<file path="config.mk">
export PLATFORM = sky130hd
export DESIGN_NAME = sr_drive_ctrl_flat
export DESIGN_NICKNAME = d
export VERILOG_FILES = /design/src/rtl/sr_drive_if.sv /design/src/rtl/sr_drive_ctrl.sv /design/src/flat_wrapper.sv
export SDC_FILE = /design/constraint.sdc
export NUM_CORES = 1
export LEC_CHECK = 0
export ABC_AREA = 1
export BUFFER_PORTS_ARGS = -buffer_cell sky130_fd_sc_hd__buf_2
export CORE_MARGIN = 1.5
export CORE_UTILIZATION = 33
export DETAILED_ROUTE_END_ITERATION = 8
export GPL_ROUTABILITY_DRIVEN = 0
export MAX_ROUTING_LAYER = met4
export PLACE_DENSITY_LB_ADDON = 0.1
export SYNTH_ARGS = -nofsm -noshare
export SYNTH_HDL_FRONTEND = slang
export SYNTH_SLANG_ARGS = --single-unit
</file>
<file path="constraint.sdc">
create_clock -name clk -period 1.9 [get_ports clk]
set_input_delay 0.38 -clock clk [delete_from_list [all_inputs] [get_ports clk]]
set_output_delay 0.38 -clock clk [all_outputs]
set_load 0.01 [all_outputs]
</file>
<file path="src/rtl/sr_drive_if.sv">
`default_nettype none
// ============================================================================
//  Module   : sr_drive_if
//  Brief    : Target handshake, SR excitation and bank feedback bundle
//  Revision : 1.0
// ============================================================================
interface sr_drive_if #(
    parameter int W         = 4,
    parameter int MAX_RETRY = 2
);
    localparam int RW = (MAX_RETRY > 0) ? $clog2(MAX_RETRY + 1) : 1;

    logic           tgt_valid;
    logic           tgt_ready;
    logic [W-1:0]   tgt_data;
    logic [W-1:0]   q_fb;
    logic [2*W-1:0] sr_out;
    logic           busy;
    logic           done;
    logic           err;
    logic [RW-1:0]  retry_cnt;

    modport master (
        output tgt_valid, tgt_data, q_fb,
        input  tgt_ready, sr_out, busy, done, err, retry_cnt
    );

    modport slave (
        input  tgt_valid, tgt_data, q_fb,
        output tgt_ready, sr_out, busy, done, err, retry_cnt
    );
endinterface
`default_nettype wire

</file>
<file path="src/rtl/sr_drive_ctrl.sv">
`default_nettype none
// ============================================================================
//  Module   : sr_drive_ctrl
//  Brief    : Drives a bank of SR flip-flops to a target word, verifies, retries
//  Revision : 1.0
// ============================================================================
module sr_drive_ctrl #(
    parameter int W          = 4,
    parameter int SETTLE_CYC = 1,
    parameter int MAX_RETRY  = 2
) (
    input  wire logic   clk,
    input  wire logic   rst,
    sr_drive_if.slave   bus
);
    localparam int RW = (MAX_RETRY > 0) ? $clog2(MAX_RETRY + 1) : 1;
    localparam int CW = (SETTLE_CYC > 1) ? $clog2(SETTLE_CYC) : 1;

    localparam logic [1:0]    c_idle        = 2'd0;
    localparam logic [1:0]    c_issue       = 2'd1;
    localparam logic [1:0]    c_settle      = 2'd2;
    localparam logic [1:0]    c_check       = 2'd3;
    localparam logic [RW-1:0] c_max_retry   = RW'(MAX_RETRY);
    localparam logic [CW-1:0] c_settle_last = CW'(SETTLE_CYC - 1);

    logic [1:0]     r_state;
    logic [2*W-1:0] r_sr;
    logic           r_ready;
    logic           r_busy;
    logic           r_done;
    logic           r_err;
    logic [RW-1:0]  r_retry;
    logic [CW-1:0]  r_cnt;
    logic [W-1:0]   r_tgt;
    logic           r_nochg;

    logic [1:0]     w_state_nx;
    logic [2*W-1:0] w_sr_nx;
    logic           w_done_nx;
    logic           w_err_nx;
    logic [RW-1:0]  w_retry_nx;
    logic [CW-1:0]  w_cnt_nx;
    logic           w_nochg_nx;
    logic           w_load;

    // An unknown feedback bit fails the equality test and is steered toward t.
    function automatic logic [2*W-1:0] f_excite(input logic [W-1:0] t,
                                                input logic [W-1:0] q);
        logic [2*W-1:0] c;
        c = '0;
        for (int i = 0; i < W; i++) begin
            if (q[i] == t[i])
                c[2*i +: 2] = 2'b00;
            else
                c[2*i +: 2] = t[i] ? 2'b10 : 2'b01;
        end
        return c;
    endfunction

    always_comb begin
        w_state_nx = r_state;
        w_sr_nx    = '0;
        w_done_nx  = 1'b0;
        w_err_nx   = 1'b0;
        w_retry_nx = r_retry;
        w_cnt_nx   = r_cnt;
        w_nochg_nx = r_nochg;
        w_load     = 1'b0;
        case (r_state)
            c_idle: begin
                if (bus.tgt_valid) begin
                    w_load     = 1'b1;
                    w_retry_nx = '0;
                    // Already-matching target skips excitation but still spends one busy cycle.
                    if (bus.tgt_data == bus.q_fb) begin
                        w_state_nx = c_check;
                        w_nochg_nx = 1'b1;
                    end else begin
                        w_state_nx = c_issue;
                        w_nochg_nx = 1'b0;
                        w_sr_nx    = f_excite(bus.tgt_data, bus.q_fb);
                    end
                end
            end
            c_issue: begin
                w_state_nx = c_settle;
                w_cnt_nx   = c_settle_last;
            end
            c_settle: begin
                if (r_cnt == '0)
                    w_state_nx = c_check;
                else
                    w_cnt_nx = r_cnt - CW'(1);
            end
            default: begin
                if (r_nochg || (bus.q_fb == r_tgt)) begin
                    w_state_nx = c_idle;
                    w_done_nx  = 1'b1;
                end else if (r_retry < c_max_retry) begin
                    w_state_nx = c_issue;
                    w_retry_nx = r_retry + RW'(1);
                    w_sr_nx    = f_excite(r_tgt, bus.q_fb);
                end else begin
                    w_state_nx = c_idle;
                    w_err_nx   = 1'b1;
                end
            end
        endcase
    end

    always_ff @(posedge clk) begin
        if (rst) begin
            r_state <= c_idle;
            r_sr    <= '0;
            r_ready <= 1'b1;
            r_busy  <= 1'b0;
            r_done  <= 1'b0;
            r_err   <= 1'b0;
            r_retry <= '0;
            r_cnt   <= '0;
            r_tgt   <= '0;
            r_nochg <= 1'b0;
        end else begin
            r_state <= w_state_nx;
            r_sr    <= w_sr_nx;
            r_ready <= (w_state_nx == c_idle);
            r_busy  <= (w_state_nx != c_idle);
            r_done  <= w_done_nx;
            r_err   <= w_err_nx;
            r_retry <= w_retry_nx;
            r_cnt   <= w_cnt_nx;
            r_nochg <= w_nochg_nx;
            if (w_load)
                r_tgt <= bus.tgt_data;
        end
    end

    assign bus.sr_out    = r_sr;
    assign bus.tgt_ready = r_ready;
    assign bus.busy      = r_busy;
    assign bus.done      = r_done;
    assign bus.err       = r_err;
    assign bus.retry_cnt = r_retry;
endmodule
`default_nettype wire

</file>
<file path="src/flat_wrapper.sv">
// flat-port wrapper written by rule: the top's interface ports become plain ports
module sr_drive_ctrl_flat 
#(
    parameter int W          = 4,
    parameter int SETTLE_CYC = 1,
    parameter int MAX_RETRY  = 2
)
  (clk, rst, bus_tgt_valid, bus_tgt_data, bus_q_fb, bus_tgt_ready, bus_sr_out, bus_busy, bus_done, bus_err, bus_retry_cnt);
  sr_drive_if #(.W(W), .MAX_RETRY(MAX_RETRY)) bus_i ();
  input  wire logic clk;
  input  wire logic rst;
  input wire logic [$bits(bus_i.tgt_valid)-1:0] bus_tgt_valid;
  input wire logic [$bits(bus_i.tgt_data)-1:0] bus_tgt_data;
  input wire logic [$bits(bus_i.q_fb)-1:0] bus_q_fb;
  output wire logic [$bits(bus_i.tgt_ready)-1:0] bus_tgt_ready;
  output wire logic [$bits(bus_i.sr_out)-1:0] bus_sr_out;
  output wire logic [$bits(bus_i.busy)-1:0] bus_busy;
  output wire logic [$bits(bus_i.done)-1:0] bus_done;
  output wire logic [$bits(bus_i.err)-1:0] bus_err;
  output wire logic [$bits(bus_i.retry_cnt)-1:0] bus_retry_cnt;
  assign bus_i.tgt_valid = bus_tgt_valid;
  assign bus_i.tgt_data = bus_tgt_data;
  assign bus_i.q_fb = bus_q_fb;
  assign bus_tgt_ready = bus_i.tgt_ready;
  assign bus_sr_out = bus_i.sr_out;
  assign bus_busy = bus_i.busy;
  assign bus_done = bus_i.done;
  assign bus_err = bus_i.err;
  assign bus_retry_cnt = bus_i.retry_cnt;
  sr_drive_ctrl #(.W(W), .SETTLE_CYC(SETTLE_CYC), .MAX_RETRY(MAX_RETRY)) u_core (.clk(clk), .rst(rst), .bus(bus_i));
endmodule
</file>
After elaboration in Yosys (flattened, before gate mapping)
Cells that the tools add are included.

word-level totals
  bits in registers = 22
  input port bits = 11
  word-level logic and storage cells = 77

operators by class
  add/subtract/negate cells = 2
  order comparisons = 1
  equal/unequal tests = 14
  muxes and demuxes = 38
  bitwise logic cells = 1
  reductions and logical operators = 11

operators with widths
  cell                 number
  $mux 2               23
  $mux 8               4
  $pmux 8 s2           1
  $eq 1x1->1           8
  $eq 4x4->1           2
  $mux 1               7
  $pmux 2 s3           1
  $reduce_bool 2->1    3
  $reduce_or 5->1      1
  $logic_not 2->1      2
  $ne 2x2->1 const B   2
  $pmux 2 s2           1
  $reduce_and 4->1     1
  $reduce_or 4->1      1
  $add 2x1->2 const B  1
  $eq 2x1->1 const B   1
  $eq 2x2->1 const B   1
  $lt 2x2->1 const B   1
  $pmux 1 s2           1
  $reduce_and 2->1     1
  $reduce_or 2->1      1
  $logic_or 1x1->1     1
  $not 1->1            1
  $sub 1x1->1 const B  1

Longest topological paths before layout
  depth in word-level cells = 5
  gate-level depth with buffers = 9

Worst setup path before layout
OpenSTA, ideal clock, no wires.

  path type = input-to-reg
  start point = in bus_q_fb[2]
  end point = reg u_core.r_ready, in the netlist u_core.bus.tgt_ready
  setup time = 0.064 ns
  arrival = 1.251 ns
  data required time = 1.836 ns
  setup slack = 0.585 ns
  cell stages on the path = 8
  path buffers = 0
  cells stage by stage = inv_1 -> ha_1 -> nand2_1 -> o21ai_2 -> inv_2 -> nand4_2 -> nand2_1 -> nor2_1

on the way
  cells in the longest elaborated chain, start to end = 5
  elaborated cells on any way between the ends = 8

RTL lines
  what                                        RTL line                                  text
  start: declaration                          flat_wrapper.sv:14                        input wire logic [$bits(bus_i.q_fb)-1:0] bus_q_fb;
  $eq 4x4->1 (on tied branches)               sr_drive_ctrl.sv:75, sr_drive_ctrl.sv:96
  $mux 2 or $logic_or 1x1->1 (tied branches)  sr_drive_ctrl.sv:75, sr_drive_ctrl.sv:96
  $mux 2 (on tied branches)                   sr_drive_ctrl.sv:71, sr_drive_ctrl.sv:96
  $pmux 2 s3 *                                sr_drive_ctrl.sv:69                       case (r_state)
  $logic_not 2->1 *                           sr_drive_ctrl.sv:126                      r_ready <= (w_state_nx == c_idle);
  end signal: assignment                      sr_drive_ctrl.sv:126
  end: declaration                            sr_drive_ctrl.sv:28                       logic r_ready;

Mark *: on every way between the ends. The rest lies on a longest branch, timed or not.
A chain may end at the register's enable or synchronous reset.

Worst setup path in the final report
  start point = reg u_core.r_state[0]
  end point = reg u_core.r_ready, in the netlist u_core.bus.tgt_ready

on the way
  cells in the longest elaborated chain, start to end = 3
  elaborated cells on any way between the ends = 7

RTL lines
  what                                RTL line              text
  start: declaration                  sr_drive_ctrl.sv:26   logic [1:0] r_state;
  start signal: assignment            sr_drive_ctrl.sv:113  r_state <= c_idle;
  start signal: assignment            sr_drive_ctrl.sv:124  r_state <= w_state_nx;
  $eq 2x2->1 (tied with other cells)  sr_drive_ctrl.sv:69
  $pmux 2 s3 *                        sr_drive_ctrl.sv:69
  $logic_not 2->1 *                   sr_drive_ctrl.sv:126

Marked as above.

==> results.json <==
{
  "syn-num-nets": 168,
  "finalCritPeriodShare": 0.827,
  "cp-startpoint": "u_core.r_state[0]",
  "drive_above_1_share": 0.223,
  "slew_viol_final": 0,
  "end_kind": "register",
  "synth_area_mm2": 0.00112,
  "cts_max_level": 1,
  "max-cap-violations": 0,
  "grt_pass1_vias": 867,
  "async_flop_share": 0,
  "yosys_register_bits": 21,
  "synth_top_area_frac": 0.376,
  "yosysMostFrequentCell": "inv_1",
  "grt_max_degree": 13,
  "numClockSinks": 21,
  "syn_to_final_growth_pct": 17.8,
  "io-pin-count": 25,
  "place_worst_setup_slack_ns": 0.196,
  "grt_usage": 0.133,
  "antenna_found_initial": 0,
  "num_rows": 20,
  "drc": 0,
  "critPathLaunchType": "register",
  "crit_buf_inv": 2,
  "hold_path.class": "input port to register",
  "ant_nets": 0,
  "cts_tree": "built",
  "setup_viol": 0,
  "maxSlewHeadroom": 0.810,
  "min_from": "rst",
  "die_h_um": 61.2,
  "nets": 197,
  "leakage_uw": 0.000707,
  "dieArea_mm2": 0.00374,
  "vias_per_cell": 4.37,
  "crit_required_ns": 2.11,
  "drtPass1Iterations": 4,
  "worst_ep_arrival_time_ns": 1.78,
  "vias": 917,
  "syn_inst": 138,
  "crit_type": "register to register",
  "drt-initial-drc-count": 28,
  "crit_slowest_cell": "dfxtp_1",
  "status": "finished clean",
  "fillers": 328,
  "vdd_drop_max_v": 0.000427,
  "worstPathMaxFanout": 7,
  "ys_warn_count": 0,
  "wl_mm": 2.04,
  "setup_tns_ns": 0,
  "power_uw": 1320,
  "rsz0062_at_grt": "false",
  "tightest_slew_ns": 0.284,
  "yosys.area.top_type": "dfxtp_1",
  "crit_family": "simple AND/OR/NAND/NOR gates",
  "power_density_mw_per_mm2": 1000,
  "synth_area_leaders": "dfxtp_1, ha_1, inv_1",
  "cts_buffers": 3,
  "synth_flop_cell": "dfxtp_1",
  "avgSynthCellArea_um2": 8.10,
  "hold_violations": 0,
  "cts_root_buffer": "clkbuf_4",
  "wire_per_inst_um": 9.71,
  "post_cts_buffers": 0,
  "hold_buffers": 0,
  "io_buffers": 24,
  "fin_crit_ns": 1.57,
  "ys_types": 19,
  "synth-seq-area-share": 0.376,
  "overflow": 0,
  "r2r-start": "u_core.r_state[0]",
  "cp_cell_sequence": "inv_1 > ha_1 > nand2_1 > nor2_1 > nor2_1 > nand2_1 > nand2_1 > inv_2 > nor2_1",
  "clkTransAtPathRegs_ns": 0.12,
  "stdcell_count": 210,
  "slowest_delay_ns": 0.34,
  "synth_common_cells": "inv_1, dfxtp_1, ha_1, nand2_1, o21ai_0",
  "core-area_mm2": 0.00313,
  "post_cts_resized": 0,
  "setup_ws_ns": 0.329,
  "fin_util": 0.421,
  "grt_pass1_wl_mm": 3.63,
  "antenna-diode-count": 0,
  "max_freq_ghz": 0.636,
  "post-place-cells": 206,
  "clkLatencyLatePin_ns": 0.30,
  "synth_edf_count": 0,
  "die_w_um": 61.2,
  "cts_buffer_depth": 2,
  "dp_hpwl_mm": 1.69,
  "initial_utilization": 0.357,
  "skew_ns": 0.00552
}
-- state kept, by name (all words and copies together) (netlist names) --
signal,flops
u_core.r_nochg,1
u_core.bus.busy,1
u_core.bus.err,1
u_core.bus.retry_cnt,2
u_core.bus.done,1
u_core.bus.tgt_ready,1
u_core.r_state,2
u_core.r_tgt,4
u_core.bus.sr_out,8
-- final timing paths --
check	to	slack [ns]	cells past startpoint
max	u_core.bus.tgt_ready	0.33	9
min	u_core.bus.retry_cnt[1]	0.29	2
max reg2reg	u_core.bus.tgt_ready	0.33	9
min reg2reg	u_core.r_tgt[2]	0.49	2
-- per-layer routing --
metal	vias to the layer above	share of wire	global-route usage
met2	13	0.47	0.216
met5	-	0	-
met3	2	0.037	0.0378
met4	0	0.0093	0.0280
li1	493	-	-
met1	409	0.49	0.164
-- worst reg2reg max path, delay by kind of cell (launching register included) --
family / cells / cell delay [ns]
fa+ha+maj: 1 / 0.31
buf+inv: 2 / 0.16
simple gates: 6 / 0.66
flops: 1 / 0.34
-- power by group --
| part | switching (uW) | internal, uW | total, uW |
|---|---|---|---|
| Clock | 137 | 78.4 | 215 |
| Sequential | 44.2 | 534 | 578 |
| Combinational | 328 | 195 | 523 |
-- layout by cell type (no fill, tap or decap), types with 2 or more instances in the layout --
cell type  instances
a21oi_1            9
buf_2             24
clkbuf_4           3
dfxtp_1           21
ha_1              19
inv_1             29
inv_2              4
nand2_1           19
nand3_1            6
nand4_1            2
nor2_1             7
nor3_1             2
o21ai_0           12
-- kinds of logic (layout without fill, tap and decap cells) --
kind of cell | count (synthesis) | count (layout) | synth area share
flip-flops | 21 | 21 | 0.376
AO/OA/AOI/OAI | 25 | 25 | 0.121
adder cells (fa/ha/maj) | 19 | 19 | 0.213
buffers and inverters | 34 | 62 | 0.121
AND/OR/NAND/NOR | 39 | 39 | 0.169
-- area by class of cell --
class | count | area [um^2] | share of cell area
Clock buffer | 3 | 22.5 | 0.0171
Sequential cell | 21 | 420 | 0.319
Timing Repair Buffer | 25 | 128 | 0.0970
Inverter | 33 | 124 | 0.0941
Tap cell | 44 | 55.1 | 0.0418
Multi-Input combinational cell | 83 | 562 | 0.427
Clock inverter | 1 | 5.00 | 0.00380
-- stage by stage --
step	instance area (um^2)	hold slack, ns
5_1_grt	1320	0.289
4_1_cts	1320	0.277
6_report	1320	0.290
3_3_place_gp	1290	0.468
3_5_place_dp	1290	0.478
2_1_floorplan	1120	0.449
No activity file was read; power rests on OpenSTA's default activity.
